===== src/rtl/rob_sn_issuer_if.sv =====
// Handshake bundle between dispatch, execution units, the ROB and the SN issuer.
interface rob_sn_issuer_if #(
  parameter int unsigned p_depth    = 32,
  parameter int unsigned p_ptrwidth = $clog2(p_depth),
  parameter int unsigned p_bitwidth = 32
);
  // Dispatch-side allocation
  logic                  alloc_val;
  logic                  alloc_rdy;
  logic [p_ptrwidth-1:0] alloc_sn;
  // Execution-unit completions
  logic                  cpl_val;
  logic                  cpl_rdy;
  logic [p_ptrwidth-1:0] cpl_sn;
  logic [p_bitwidth-1:0] cpl_data;
  // ROB insert port
  logic                  ins_en;
  logic                  ins_cpl;
  logic [p_ptrwidth-1:0] ins_sn_in;
  logic [p_bitwidth-1:0] ins_data_in;
  // ROB head dequeue stream
  logic                  deq_front_cpl;
  logic [p_bitwidth-1:0] deq_front_data;
  // Retirement and status
  logic                  retire_val;
  logic [p_ptrwidth-1:0] retire_sn;
  logic [p_bitwidth-1:0] retire_data;
  logic [p_ptrwidth:0]   occupancy;
  logic                  err;

  // Environment side: dispatch, execution units and ROB
  modport master (
    output alloc_val, cpl_val, cpl_sn, cpl_data, ins_cpl, deq_front_cpl, deq_front_data,
    input  alloc_rdy, alloc_sn, cpl_rdy, ins_en, ins_sn_in, ins_data_in,
    input  retire_val, retire_sn, retire_data, occupancy, err
  );

  // Issuer side
  modport slave (
    input  alloc_val, cpl_val, cpl_sn, cpl_data, ins_cpl, deq_front_cpl, deq_front_data,
    output alloc_rdy, alloc_sn, cpl_rdy, ins_en, ins_sn_in, ins_data_in,
    output retire_val, retire_sn, retire_data, occupancy, err
  );
endinterface


===== src/rtl/rob_sn_issuer.sv =====
// ROB sequence-number issuer: in-order SN allocation, completion forwarding
// to the ROB insert port, and retirement from the ROB head dequeue stream.
module rob_sn_issuer #(
  parameter int unsigned p_depth    = 32,
  parameter int unsigned p_ptrwidth = $clog2(p_depth),
  parameter int unsigned p_bitwidth = 32
) (
  input  logic           clk,
  input  logic           rst,
  rob_sn_issuer_if.slave bus
);

  localparam int unsigned            occ_w    = p_ptrwidth + 1;
  localparam logic [occ_w-1:0]       occ_full = occ_w'(p_depth);
  localparam logic [occ_w-1:0]       occ_one  = occ_w'(1);
  localparam logic [p_ptrwidth-1:0]  ptr_one  = p_ptrwidth'(1);

  typedef enum logic {IDLE, DRIVE} state_t;

  state_t                state;
  logic [p_ptrwidth-1:0] alloc_ptr;
  logic [p_ptrwidth-1:0] retire_ptr;
  logic [occ_w-1:0]      occ;
  logic [p_depth-1:0]    outstanding;
  logic [p_depth-1:0]    completed;

  logic                  ins_en_q;
  logic                  cpl_rdy_q;
  logic [p_ptrwidth-1:0] ins_sn_q;
  logic [p_bitwidth-1:0] ins_data_q;
  logic                  retire_val_q;
  logic [p_ptrwidth-1:0] retire_sn_q;
  logic [p_bitwidth-1:0] retire_data_q;
  logic                  err_q;

  logic alloc_rdy_c;
  logic alloc_fire;
  logic retire_fire;
  logic cpl_take;
  logic cpl_legal;
  logic cpl_accept;

  // Handshake qualifiers; a completion racing its own retirement is never legal
  assign alloc_rdy_c = (occ != occ_full);
  assign alloc_fire  = bus.alloc_val && alloc_rdy_c;
  assign retire_fire = bus.deq_front_cpl && (occ != '0);
  assign cpl_take    = bus.cpl_val && (state == IDLE);
  assign cpl_legal   = outstanding[bus.cpl_sn] && !completed[bus.cpl_sn] &&
                       !(retire_fire && (bus.cpl_sn == retire_ptr));
  assign cpl_accept  = cpl_take && cpl_legal;

  // Pointers, occupancy and the outstanding/completed scoreboards
  always_ff @(posedge clk or negedge rst) begin
    if (!rst) begin
      alloc_ptr   <= '0;
      retire_ptr  <= '0;
      occ         <= '0;
      outstanding <= '0;
      completed   <= '0;
    end else begin
      if (alloc_fire) begin
        outstanding[alloc_ptr] <= 1'b1;
        alloc_ptr              <= alloc_ptr + ptr_one;
      end
      if (cpl_accept) begin
        completed[bus.cpl_sn] <= 1'b1;
      end
      if (retire_fire) begin
        outstanding[retire_ptr] <= 1'b0;
        completed[retire_ptr]   <= 1'b0;
        retire_ptr              <= retire_ptr + ptr_one;
      end
      if (alloc_fire && !retire_fire) begin
        occ <= occ + occ_one;
      end else if (!alloc_fire && retire_fire) begin
        occ <= occ - occ_one;
      end
    end
  end

  // Insert FSM: capture a completion in IDLE, hold it on the ROB port until acknowledged
  always_ff @(posedge clk or negedge rst) begin
    if (!rst) begin
      state      <= IDLE;
      ins_en_q   <= 1'b0;
      cpl_rdy_q  <= 1'b1;
      ins_sn_q   <= '0;
      ins_data_q <= '0;
    end else begin
      case (state)
        IDLE: begin
          if (bus.cpl_val) begin
            ins_sn_q   <= bus.cpl_sn;
            ins_data_q <= bus.cpl_data;
            if (cpl_legal) begin
              state     <= DRIVE;
              ins_en_q  <= 1'b1;
              cpl_rdy_q <= 1'b0;
            end
          end
        end
        DRIVE: begin
          if (bus.ins_cpl) begin
            state     <= IDLE;
            ins_en_q  <= 1'b0;
            cpl_rdy_q <= 1'b1;
          end
        end
      endcase
    end
  end

  // Retirement report one cycle after the head dequeue, plus sticky protocol error
  always_ff @(posedge clk or negedge rst) begin
    if (!rst) begin
      retire_val_q  <= 1'b0;
      retire_sn_q   <= '0;
      retire_data_q <= '0;
      err_q         <= 1'b0;
    end else begin
      retire_val_q <= retire_fire;
      if (retire_fire) begin
        retire_sn_q   <= retire_ptr;
        retire_data_q <= bus.deq_front_data;
      end
      if ((cpl_take && !cpl_legal) || (bus.deq_front_cpl && !retire_fire)) begin
        err_q <= 1'b1;
      end
    end
  end

  assign bus.alloc_rdy   = alloc_rdy_c;
  assign bus.alloc_sn    = alloc_ptr;
  assign bus.cpl_rdy     = cpl_rdy_q;
  assign bus.ins_en      = ins_en_q;
  assign bus.ins_sn_in   = ins_sn_q;
  assign bus.ins_data_in = ins_data_q;
  assign bus.retire_val  = retire_val_q;
  assign bus.retire_sn   = retire_sn_q;
  assign bus.retire_data = retire_data_q;
  assign bus.occupancy   = occ;
  assign bus.err         = err_q;

endmodule


===== src/flat_wrapper.sv =====
// flat-port wrapper written by rule: the top's interface ports become plain ports
module rob_sn_issuer_flat 
#(
  parameter int unsigned p_depth    = 32,
  parameter int unsigned p_ptrwidth = $clog2(p_depth),
  parameter int unsigned p_bitwidth = 32
)
  (clk, rst, bus_alloc_val, bus_cpl_val, bus_cpl_sn, bus_cpl_data, bus_ins_cpl, bus_deq_front_cpl, bus_deq_front_data, bus_alloc_rdy, bus_alloc_sn, bus_cpl_rdy, bus_ins_en, bus_ins_sn_in, bus_ins_data_in, bus_retire_val, bus_retire_sn, bus_retire_data, bus_occupancy, bus_err);
  rob_sn_issuer_if #(.p_depth(p_depth), .p_ptrwidth(p_ptrwidth), .p_bitwidth(p_bitwidth)) bus_i ();
  input  logic clk;
  input  logic rst;
  input wire logic [$bits(bus_i.alloc_val)-1:0] bus_alloc_val;
  input wire logic [$bits(bus_i.cpl_val)-1:0] bus_cpl_val;
  input wire logic [$bits(bus_i.cpl_sn)-1:0] bus_cpl_sn;
  input wire logic [$bits(bus_i.cpl_data)-1:0] bus_cpl_data;
  input wire logic [$bits(bus_i.ins_cpl)-1:0] bus_ins_cpl;
  input wire logic [$bits(bus_i.deq_front_cpl)-1:0] bus_deq_front_cpl;
  input wire logic [$bits(bus_i.deq_front_data)-1:0] bus_deq_front_data;
  output wire logic [$bits(bus_i.alloc_rdy)-1:0] bus_alloc_rdy;
  output wire logic [$bits(bus_i.alloc_sn)-1:0] bus_alloc_sn;
  output wire logic [$bits(bus_i.cpl_rdy)-1:0] bus_cpl_rdy;
  output wire logic [$bits(bus_i.ins_en)-1:0] bus_ins_en;
  output wire logic [$bits(bus_i.ins_sn_in)-1:0] bus_ins_sn_in;
  output wire logic [$bits(bus_i.ins_data_in)-1:0] bus_ins_data_in;
  output wire logic [$bits(bus_i.retire_val)-1:0] bus_retire_val;
  output wire logic [$bits(bus_i.retire_sn)-1:0] bus_retire_sn;
  output wire logic [$bits(bus_i.retire_data)-1:0] bus_retire_data;
  output wire logic [$bits(bus_i.occupancy)-1:0] bus_occupancy;
  output wire logic [$bits(bus_i.err)-1:0] bus_err;
  assign bus_i.alloc_val = bus_alloc_val;
  assign bus_i.cpl_val = bus_cpl_val;
  assign bus_i.cpl_sn = bus_cpl_sn;
  assign bus_i.cpl_data = bus_cpl_data;
  assign bus_i.ins_cpl = bus_ins_cpl;
  assign bus_i.deq_front_cpl = bus_deq_front_cpl;
  assign bus_i.deq_front_data = bus_deq_front_data;
  assign bus_alloc_rdy = bus_i.alloc_rdy;
  assign bus_alloc_sn = bus_i.alloc_sn;
  assign bus_cpl_rdy = bus_i.cpl_rdy;
  assign bus_ins_en = bus_i.ins_en;
  assign bus_ins_sn_in = bus_i.ins_sn_in;
  assign bus_ins_data_in = bus_i.ins_data_in;
  assign bus_retire_val = bus_i.retire_val;
  assign bus_retire_sn = bus_i.retire_sn;
  assign bus_retire_data = bus_i.retire_data;
  assign bus_occupancy = bus_i.occupancy;
  assign bus_err = bus_i.err;
  rob_sn_issuer #(.p_depth(p_depth), .p_ptrwidth(p_ptrwidth), .p_bitwidth(p_bitwidth)) u_core (.clk(clk), .rst(rst), .bus(bus_i));
endmodule

===== config.mk =====
export PLATFORM = sky130hd
export DESIGN_NAME = rob_sn_issuer_flat
export DESIGN_NICKNAME = d
export VERILOG_FILES = /design/src/rtl/rob_sn_issuer_if.sv /design/src/rtl/rob_sn_issuer.sv /design/src/flat_wrapper.sv
export SDC_FILE = /design/constraint.sdc
export NUM_CORES = 1
export LEC_CHECK = 0
export BUFFER_PORTS_ARGS = -buffer_cell sky130_fd_sc_hd__buf_2
export CORE_AREA = 3 3 130 132
export DETAILED_ROUTE_END_ITERATION = 8
export DIE_AREA = 0 0 133 135
export GPL_ROUTABILITY_DRIVEN = 0
export PLACE_DENSITY = 0.77
export SETUP_SLACK_MARGIN = 0.3
export SLEW_MARGIN = 10
export SYNTH_ARGS = -nofsm -noshare
export SYNTH_HDL_FRONTEND = slang
export SYNTH_SLANG_ARGS = --single-unit
export TNS_END_PERCENT = 50

===== constraint.sdc =====
create_clock -name clk -period 8.17 [get_ports clk]
set_clock_uncertainty 0.05 [all_clocks]
set_input_delay 0 -clock clk [delete_from_list [all_inputs] [get_ports clk]]
set_output_delay 0 -clock clk [all_outputs]
set_load 0.03 [all_outputs]

==> impl_summary.txt, run 1 <==
----------------------------------------------------
[Detailed routing]
  Routed wire length per instance ... about 17 um
  Remaining number of nets flagged by the antenna check after routing ... 0
  Detailed router's first-iteration violation count ... slightly above 500
  DRC errors left ... 0
  Number of vias in the routed layout ... approximately 6700
  Total wirelength of the detailed-routed design ... between 20 and 25 mm
  Post-DR vias/cell ... 5.38
  Initial DRT Pass Iterations ... 5

[Timing]
  Transition time of the tightest slew-check pin ... between 0.9 and 1 ns
  Share of the cycle needed by the critical path after routing ... about half
  Final hold violation count ... 0
  Crit path time final ... ~4.2 ns
  Max-slew violation count ... 0
  Final-layout setup total negative slack ... 0 ns
  Final worst-path setup slack ... roughly 4 ns
  Maximum achievable frequency ... approximately 240 MHz
  Setup violators final ... 0
  Relative slew margins ... about a third
  Setup repair after global routing missed its margin ... no

[Die]
  Standard-cell rows ... between 40 and 50
  Initial standard-cell utilization of the core ... a little under half
  Core ar. ... roughly 16000 um^2
  I/O pin total ... 165
  Die area ... roughly 18000 um^2
  Die boundary height ... 135 um
  Die X ... approximately 130 um

[Place]
  Half-perimeter wire length of the detailed placement result ... ~13 mm
  Inst Count DP ... approximately 1100
  Pre-CTS setup slack ... 4.05 ns
  Buffers added on ports ... between 150 and 200

[Yosys]
  Post-synth top area cell ... sky130_fd_sc_hd__dfrtp_1
  Yosys warns ... 0
  Sequential cell area fraction in the yosys report ... a little over half
  Post-Syn Nets ... between 900 and 1000
  Mapped cell area ... roughly 7400 um^2
  Register bit count reported by yosys ... approximately 160
  Most instantiated flip-flop cell in the synthesis netlist ... sky130_fd_sc_hd__dfrtp_1
  Number of synthesized flops with an enable pin ... 0
  Cells taking the most area after synthesis ... sky130_fd_sc_hd__dfrtp_1 (53%), sky130_fd_sc_hd__nand2_1 (12%), sky130_fd_sc_hd__o21ai_0 (4.3%), sky130_fd_sc_hd__nor2_1 (3.5%), sky130_fd_sc_hd__mux2i_1 (3.4%)
  Fraction of post-synthesis cell area in the top cell type by area ... a little over half
  Async S/R FF share, synth ... 100%
  Cells after Synth ... between 800 and 900
  Most frequent cell after synthesis ... sky130_fd_sc_hd__nand2_1
  Top cell types by occurrence after synthesis ... sky130_fd_sc_hd__nand2_1 (239), sky130_fd_sc_hd__dfrtp_1 (158), sky130_fd_sc_hd__nor2_1 (69), sky130_fd_sc_hd__o21ai_0 (64), sky130_fd_sc_hd__a21oi_1 (41)
  Unique masters post-synth ... 50
  Synth Area per Inst ... roughly 9.1 um^2

[Critical path]
  Worst reg2reg path startpoint ... u_core.bus.occupancy[0]
  CP max FO ... 52
  Worst Setup End Kind ... register
  Worst Setup EP ... u_core.bus.occupancy[5]
  Startpoint-to-endpoint class of the critical path ... reg -> reg
  Worst EP required ... about 8.4 ns
  Register-to-Register Setup Slack ... 4.00 ns
  Setup crit start kind ... register
  CP Data Arrival Time ... about 4.4 ns
  Number of cells on the worst reg-to-reg path ... 12
  Terminus of the critical flop-to-flop path ... u_core.bus.occupancy[5]
  Start point of the critical path ... u_core.bus.occupancy[0]

[Clock tree]
  Number of buffers added to fix hold violations after cts ... 71
  Post-CTS clock slew at the launch and capture registers of the worst setup and hold paths ... around 0.06 ns
  Buffer levels on the longest clock path ... 2
  Cell at the root of the clock tree ... sky130_fd_sc_hd__clkbuf_16
  Clock buffers created by TritonCTS ... 17
  Sinks on the clock net ... ~160
  Quantity of gates resized following cts ... 0
  Number of levels in the clock H-tree ... 4
  Postcts setup bufs ... 0
  Clk_lat worst skew ... approximately 0.43 ns
  CTS tree ... yes

[Power and ir drop]
  Total power draw ... roughly 0.0033 W
  Power density relative to cell area ... between 300 and 400 nW/um^2
  Max VDD drop ... 0.196 mV
  Leakage dissipation ... roughly 4.8 nW

[Global routing]
  Total global routing overflow ... 0
  GR Util met2 ... between 40% and 50%
  Busiest layer in global routing ... met2
  Overall global routing resource usage ... a little under a quarter
  Vias in the first global route ... between 6000 and 7000
  Grt met3 use ... under 10%
  Number of antenna violations at the first check in global routing ... 0
  Global routing usage on met1 ... roughly 30%
  Largest net degree at the start of global routing ... 94
  First-pass GRT wire length ... 34.2 mm

[Status]
  Outcome ... finished, final reports clean

[Finish]
  Nets ... roughly 1100
  Final cell count without fillers ... between 1000 and 1500
  N_diodes ... 0
  Synthesis-to-layout area growth ... 29.7%
  Fraction of final layout cells with drive strength greater than 1 ... between 20% and 30%

[Worst hold path]
  Worst hold path class ... in -> reg

[Flow run]
  MaxCap Viol Count ... 0

----------------------------------------------------
metal layers:
layer  part of all wire (%)  wire length [um]
met1                     41              8650
met2                     49             10500
met3                    8.3              1760
met4                    1.7               361
met5                      0                 0
layout by cell type (no fill, tap or decap), types with 4 or more instances in the layout:
cell type	instances
sky130_fd_sc_hd__xor2_1	5
sky130_fd_sc_hd__buf_2	163
sky130_fd_sc_hd__o22ai_1	11
sky130_fd_sc_hd__and3_1	8
sky130_fd_sc_hd__a21oi_1	41
sky130_fd_sc_hd__ha_1	13
sky130_fd_sc_hd__inv_1	14
sky130_fd_sc_hd__clkbuf_16	17
sky130_fd_sc_hd__nand2_1	239
sky130_fd_sc_hd__or3_1	23
sky130_fd_sc_hd__nor3b_1	5
sky130_fd_sc_hd__nor2_1	69
sky130_fd_sc_hd__o21ai_0	64
sky130_fd_sc_hd__mux4_2	4
sky130_fd_sc_hd__nand3_1	5
sky130_fd_sc_hd__nand4_1	6
sky130_fd_sc_hd__xnor2_1	12
sky130_fd_sc_hd__mux2i_1	25
sky130_fd_sc_hd__nor3_1	10
sky130_fd_sc_hd__dfrtp_1	158
sky130_fd_sc_hd__dlygate4sd3_1	71
sky130_fd_sc_hd__nand3b_1	7
logic make-up after synthesis:
group	Yosys count	share of synthesized area (%)
AND/OR/NAND/NOR	394	23.4
flip-flops	159	53.7
AO/OA/AOI/OAI	131	9.98
buffers and inverters	67	3.66
multiplexers	30	4.75
XOR/XNOR	17	2.01
adder cells (fa/ha/maj)	14	2.47
worst min-delay path by stage:
stage / startpoint / to / cells past startpoint
floorplan: rst / u_core.bus.alloc_sn[0] / 0
global placement: rst / u_core.outstanding[10] / 1
detailed placement: rst / u_core.outstanding[10] / 1
CTS: bus_alloc_val / u_core.bus.alloc_sn[0] / 3
global route: bus_alloc_val / u_core.bus.alloc_sn[0] / 3
finish: bus_alloc_val / u_core.bus.alloc_sn[0] / 3
flip-flops by register name, summed over array words and instances, names as in the netlist:
register / count
u_core.retire_ptr: 5
u_core.bus.ins_sn_in: 5
u_core.state: 1
u_core.bus.retire_val: 1
u_core.bus.occupancy: 6
u_core.outstanding: 32
u_core.bus.ins_en: 1
u_core.bus.alloc_sn: 5
u_core.bus.retire_data: 32
u_core.bus.ins_data_in: 32
u_core.bus.err: 1
u_core.bus.retire_sn: 5
u_core.bus.cpl_rdy: 1
u_core.completed: 32
critical path: stages (launching register included):
cell and delay [ns]:
sky130_fd_sc_hd__dfrtp_1 0.46, sky130_fd_sc_hd__or4_4 0.57, sky130_fd_sc_hd__o31a_4 0.49, sky130_fd_sc_hd__inv_2 0.63
sky130_fd_sc_hd__ha_1 0.38, sky130_fd_sc_hd__inv_1 0.16, sky130_fd_sc_hd__ha_1 0.31, sky130_fd_sc_hd__a21o_1 0.18
sky130_fd_sc_hd__a21oi_1 0.24, sky130_fd_sc_hd__o21bai_1 0.13, sky130_fd_sc_hd__mux2i_1 0.17, sky130_fd_sc_hd__o211ai_1 0.12
sky130_fd_sc_hd__xor2_1 0.16
area by class of cell:
type                       count  area [um^2]
fill                        1252         6220
sequential                   159         3980
multi-input combinational    586         3160
timing repair buffer         238         1560
clock buffer                  20          447
tap                          216          270
clock inverter                12          136
inverter                      15         56.3
report_power, final:
part | leakage, nW | switching [W] | internal, W
Combinational | 2.52 | 0.000779 | 0.000400
Clock | 0.282 | 0.000327 | 0.000461
Sequential | 1.98 | 0.000223 | 0.00106
metrics by stage:
step / hold slack, ns / util (%) / area, um^2
2_1_floorplan: -0.346 / - / 7410
3_3_place_gp: 0.0857 / 52.5 / 8320
3_5_place_dp: 0.0911 / 52.5 / 8320
4_1_cts: 0.00821 / 60.7 / 9610
5_1_grt: 0.0382 / 60.7 / 9610
6_report: 0.00587 / 60.7 / 9610
Power figures use the tool's default switching activity.
==> run 2, diff against run 1 <==
PLACE_DENSITY = 0.8   (was 0.77)
clock period = 3.6 ns   (was 8.17 ns; I/O delays follow)
==> run 2 against run 1 <==
Effect of this change:
- core utilization grew 0.42 points
- sequential power increased by 130%
- design area grew 0.69%
- clock power up 120%
- wire length grew 5.0%
- critical path type unchanged
==> impl_summary.txt, run 2 (synthesis results as in run 1) <==
----------------------------------------------------
[Status]
  Outcome ... finished, final reports clean

[Finish]
  Nets ... 1115 (+0.81%)
  Fraction of final layout cells with drive strength greater than 1 ... 21.4% (+0.71 points)
  Top library cells by usage in the layout, fill and taps aside ... sky130_fd_sc_hd__nand2_1 (239), sky130_fd_sc_hd__buf_2 (163), sky130_fd_sc_hd__dfrtp_1 (157)
  Most common library cell in the layout ignoring fill and taps ... sky130_fd_sc_hd__nand2_1
  Synthesis-to-layout area growth ... 30.6%

[Die]
  Standard-cell rows ... 46 (unchanged)
  Die X ... 133 um (unchanged)
  I/O pin total ... 165 (unchanged)
  Die boundary height ... 135 um (unchanged)
  Initial standard-cell utilization of the core ... 46.8% (unchanged)
  Die area ... 18000 um^2 (unchanged)
  Core ar. ... 15800 um^2 (unchanged)

[Critical path]
  Worst Setup End Kind ... register
  Setup crit start kind ... register
  Worst EP required ... 3.85 ns (-4.57 ns)
  CP Data Arrival Time ... 3.39 ns (-1.04 ns)
  Startpoint-to-endpoint class of the critical path ... reg -> reg
  CP max FO ... 6 (-88%)

[Detailed routing]
  Routed wire length per instance ... 17.8 um (+4.3%)
  Initial DRT Pass Iterations ... 5 (unchanged)
  Post-DR vias/cell ... 5.48 (+2.0%)
  Total wirelength of the detailed-routed design ... 22.4 mm (+5.0%)
  Remaining number of nets flagged by the antenna check after routing ... 0 (unchanged)
  Detailed router's first-iteration violation count ... 461 (-9.8%)
  DRC errors left ... 0 (unchanged)
  Number of vias in the routed layout ... 6881 (+2.7%)

[Clock tree]
  Cell at the root of the clock tree ... sky130_fd_sc_hd__clkbuf_16
  Clock buffers created by TritonCTS ... 17 (unchanged)
  Buffer levels on the longest clock path ... 2 (unchanged)
  Sinks on the clock net ... 159 (unchanged)
  Post-CTS clock slew at the launch and capture registers of the worst setup and hold paths ... 0.06 ns (about the same)
  CTS tree ... yes
  Clk_lat worst skew ... 0.42 ns (about the same)
  Number of levels in the clock H-tree ... 4 (unchanged)

[Power and ir drop]
  Max VDD drop ... 0.487 mV (+150%)
  Power density relative to cell area ... 770 nW/um^2 (+130%)
  Leakage dissipation ... 4.82 nW (+0.76%)

[Timing]
  Max-slew violation count ... 0 (unchanged)
  Transition time of the tightest slew-check pin ... 0.973 ns (-0.0245 ns)
  Setup violators final ... 0 (unchanged)
  Share of the cycle needed by the critical path after routing ... 87.1% (+36 points)
  Maximum achievable frequency ... 319 MHz (+33%)
  Setup repair after global routing missed its margin ... no
  Final hold violation count ... 0 (unchanged)
  Relative slew margins ... 35.1% (+1.6 points)
  Crit path time final ... 3.14 ns (-1.04 ns)
  Final-layout setup total negative slack ... 0 ns (unchanged)
  Final worst-path setup slack ... 0.465 ns (-3.53 ns)

[Global routing]
  Largest net degree at the start of global routing ... 110 (+17%)
  Total global routing overflow ... 0 (unchanged)
  Number of antenna violations at the first check in global routing ... 1 (+1)
  First-pass GRT wire length ... 36.4 mm (+6.3%)
  Vias in the first global route ... 7172 (+5.9%)
  Overall global routing resource usage ... 25.3% (+1.5 points)

[Place]
  Half-perimeter wire length of the detailed placement result ... 13.3 mm (+0.88%)
  Pre-CTS setup slack ... 0.451 ns (-3.60 ns)
  Buffers added on ports ... 164 (unchanged)

[Worst hold path]
  Worst hold path class ... in -> reg

[Flow run]
  MaxCap Viol Count ... 0 (unchanged)

----------------------------------------------------
-- run 2: cell types whose count changed in the layout (fill, tap and decap cells not counted) --
cell | before | now
sky130_fd_sc_hd__clkinv_2 | 3 | 4
sky130_fd_sc_hd__ha_1 | 13 | 12
sky130_fd_sc_hd__diode_2 | 0 | 1
sky130_fd_sc_hd__buf_4 | 3 | 11
sky130_fd_sc_hd__dfrtp_2 | 0 | 1
sky130_fd_sc_hd__clkinv_4 | 3 | 1
sky130_fd_sc_hd__dlygate4sd3_1 | 71 | 72
sky130_fd_sc_hd__inv_8 | 1 | 0
sky130_fd_sc_hd__clkbuf_8 | 1 | 2
sky130_fd_sc_hd__dfrtp_1 | 158 | 157
sky130_fd_sc_hd__ha_2 | 0 | 1
-- run 2: final cells by class --
class / count / area (um^2)
fill: 1219 / 6150
sequential: 159 / 3980
multi-input combinational: 586 / 3160
timing repair buffer: 247 / 1630
clock buffer: 21 / 460
tap: 216 / 270
clock inverter: 10 / 113
inverter: 15 / 56.3
antenna: 1 / 2.50
-- run 2: report_power, final --
| part | switching (W) | leakage (nW) | internal, W |
|---|---|---|---|
| sequential | 0.000504 | 1.98 | 0.00242 |
| combinational | 0.00183 | 2.56 | 0.000937 |
| clock | 0.000713 | 0.279 | 0.00105 |
-- run 2: critical path, cell delays in order (launching register included) --
cell and delay, ns:
sky130_fd_sc_hd__dfrtp_2 0.46, sky130_fd_sc_hd__or4_4 0.56, sky130_fd_sc_hd__o31a_4 0.29, sky130_fd_sc_hd__inv_2 0.08
sky130_fd_sc_hd__ha_2 0.22, sky130_fd_sc_hd__inv_1 0.12, sky130_fd_sc_hd__ha_1 0.29, sky130_fd_sc_hd__a21o_1 0.17
sky130_fd_sc_hd__a21oi_1 0.23, sky130_fd_sc_hd__o21bai_1 0.11, sky130_fd_sc_hd__mux2i_1 0.15, sky130_fd_sc_hd__o211ai_1 0.12
sky130_fd_sc_hd__xor2_1 0.15
-- run 2: metrics by stage --
| step | instance area (um^2) | util [%] | hold WS, ns | std cells | power (W) |
|---|---|---|---|---|---|
| floorplan | 7410 | - | -0.346 | 812 | 0.00470 |
| detailed placement | 8380 | 52.9 | 0.142 | 1151 | 0.00555 |
| finish | 9680 | 61.1 | 0.0739 | 1255 | 0.00745 |
| CTS | 9670 | 61.1 | 0.0561 | 1254 | 0.00739 |
| global route | 9680 | 61.1 | 0.116 | 1255 | 0.00786 |
| global placement | 8380 | 52.9 | 0.138 | 1151 | 0.00546 |
-- run 2: final timing paths --
path / startpoint / end / slack, ns / cells after the start
worst max-delay path: u_core.bus.occupancy[0] / u_core.bus.occupancy[5] / 0.46 / 12
worst min-delay path: bus_cpl_sn[1] / u_core.bus.ins_sn_in[1] / 0.07 / 3
worst max register to register: u_core.bus.occupancy[0] / u_core.bus.occupancy[5] / 0.46 / 12
worst min register to register: u_core.bus.retire_data[9] / u_core.bus.retire_data[9] / 0.42 / 2
max in group asynchronous: rst / u_core.retire_ptr[1] / 2.29 / 3
min in group asynchronous: rst / u_core.outstanding[31] / 0.25 / 2
-- run 2: what timing repair did --
| action | 4_1_cts | 5_1_grt |
|---|---|---|
| endpoints found under the hold margin | 180 | 0 |
| gates resized for setup | 0 | 1 |
| setup endpoints to repair | 0 | 1 |
| hold buffers | 72 | 0 |
| buffers inserted | 0 | 0 |
-- run 2: layer usage --
metal	wire length, um	global-route usage [%]	part of all wire (%)
met3	2010	6.41	9.0
met2	11100	43.0	50
met4	950	12.1	4.2
met1	8310	30.3	37
met5	0	0	0
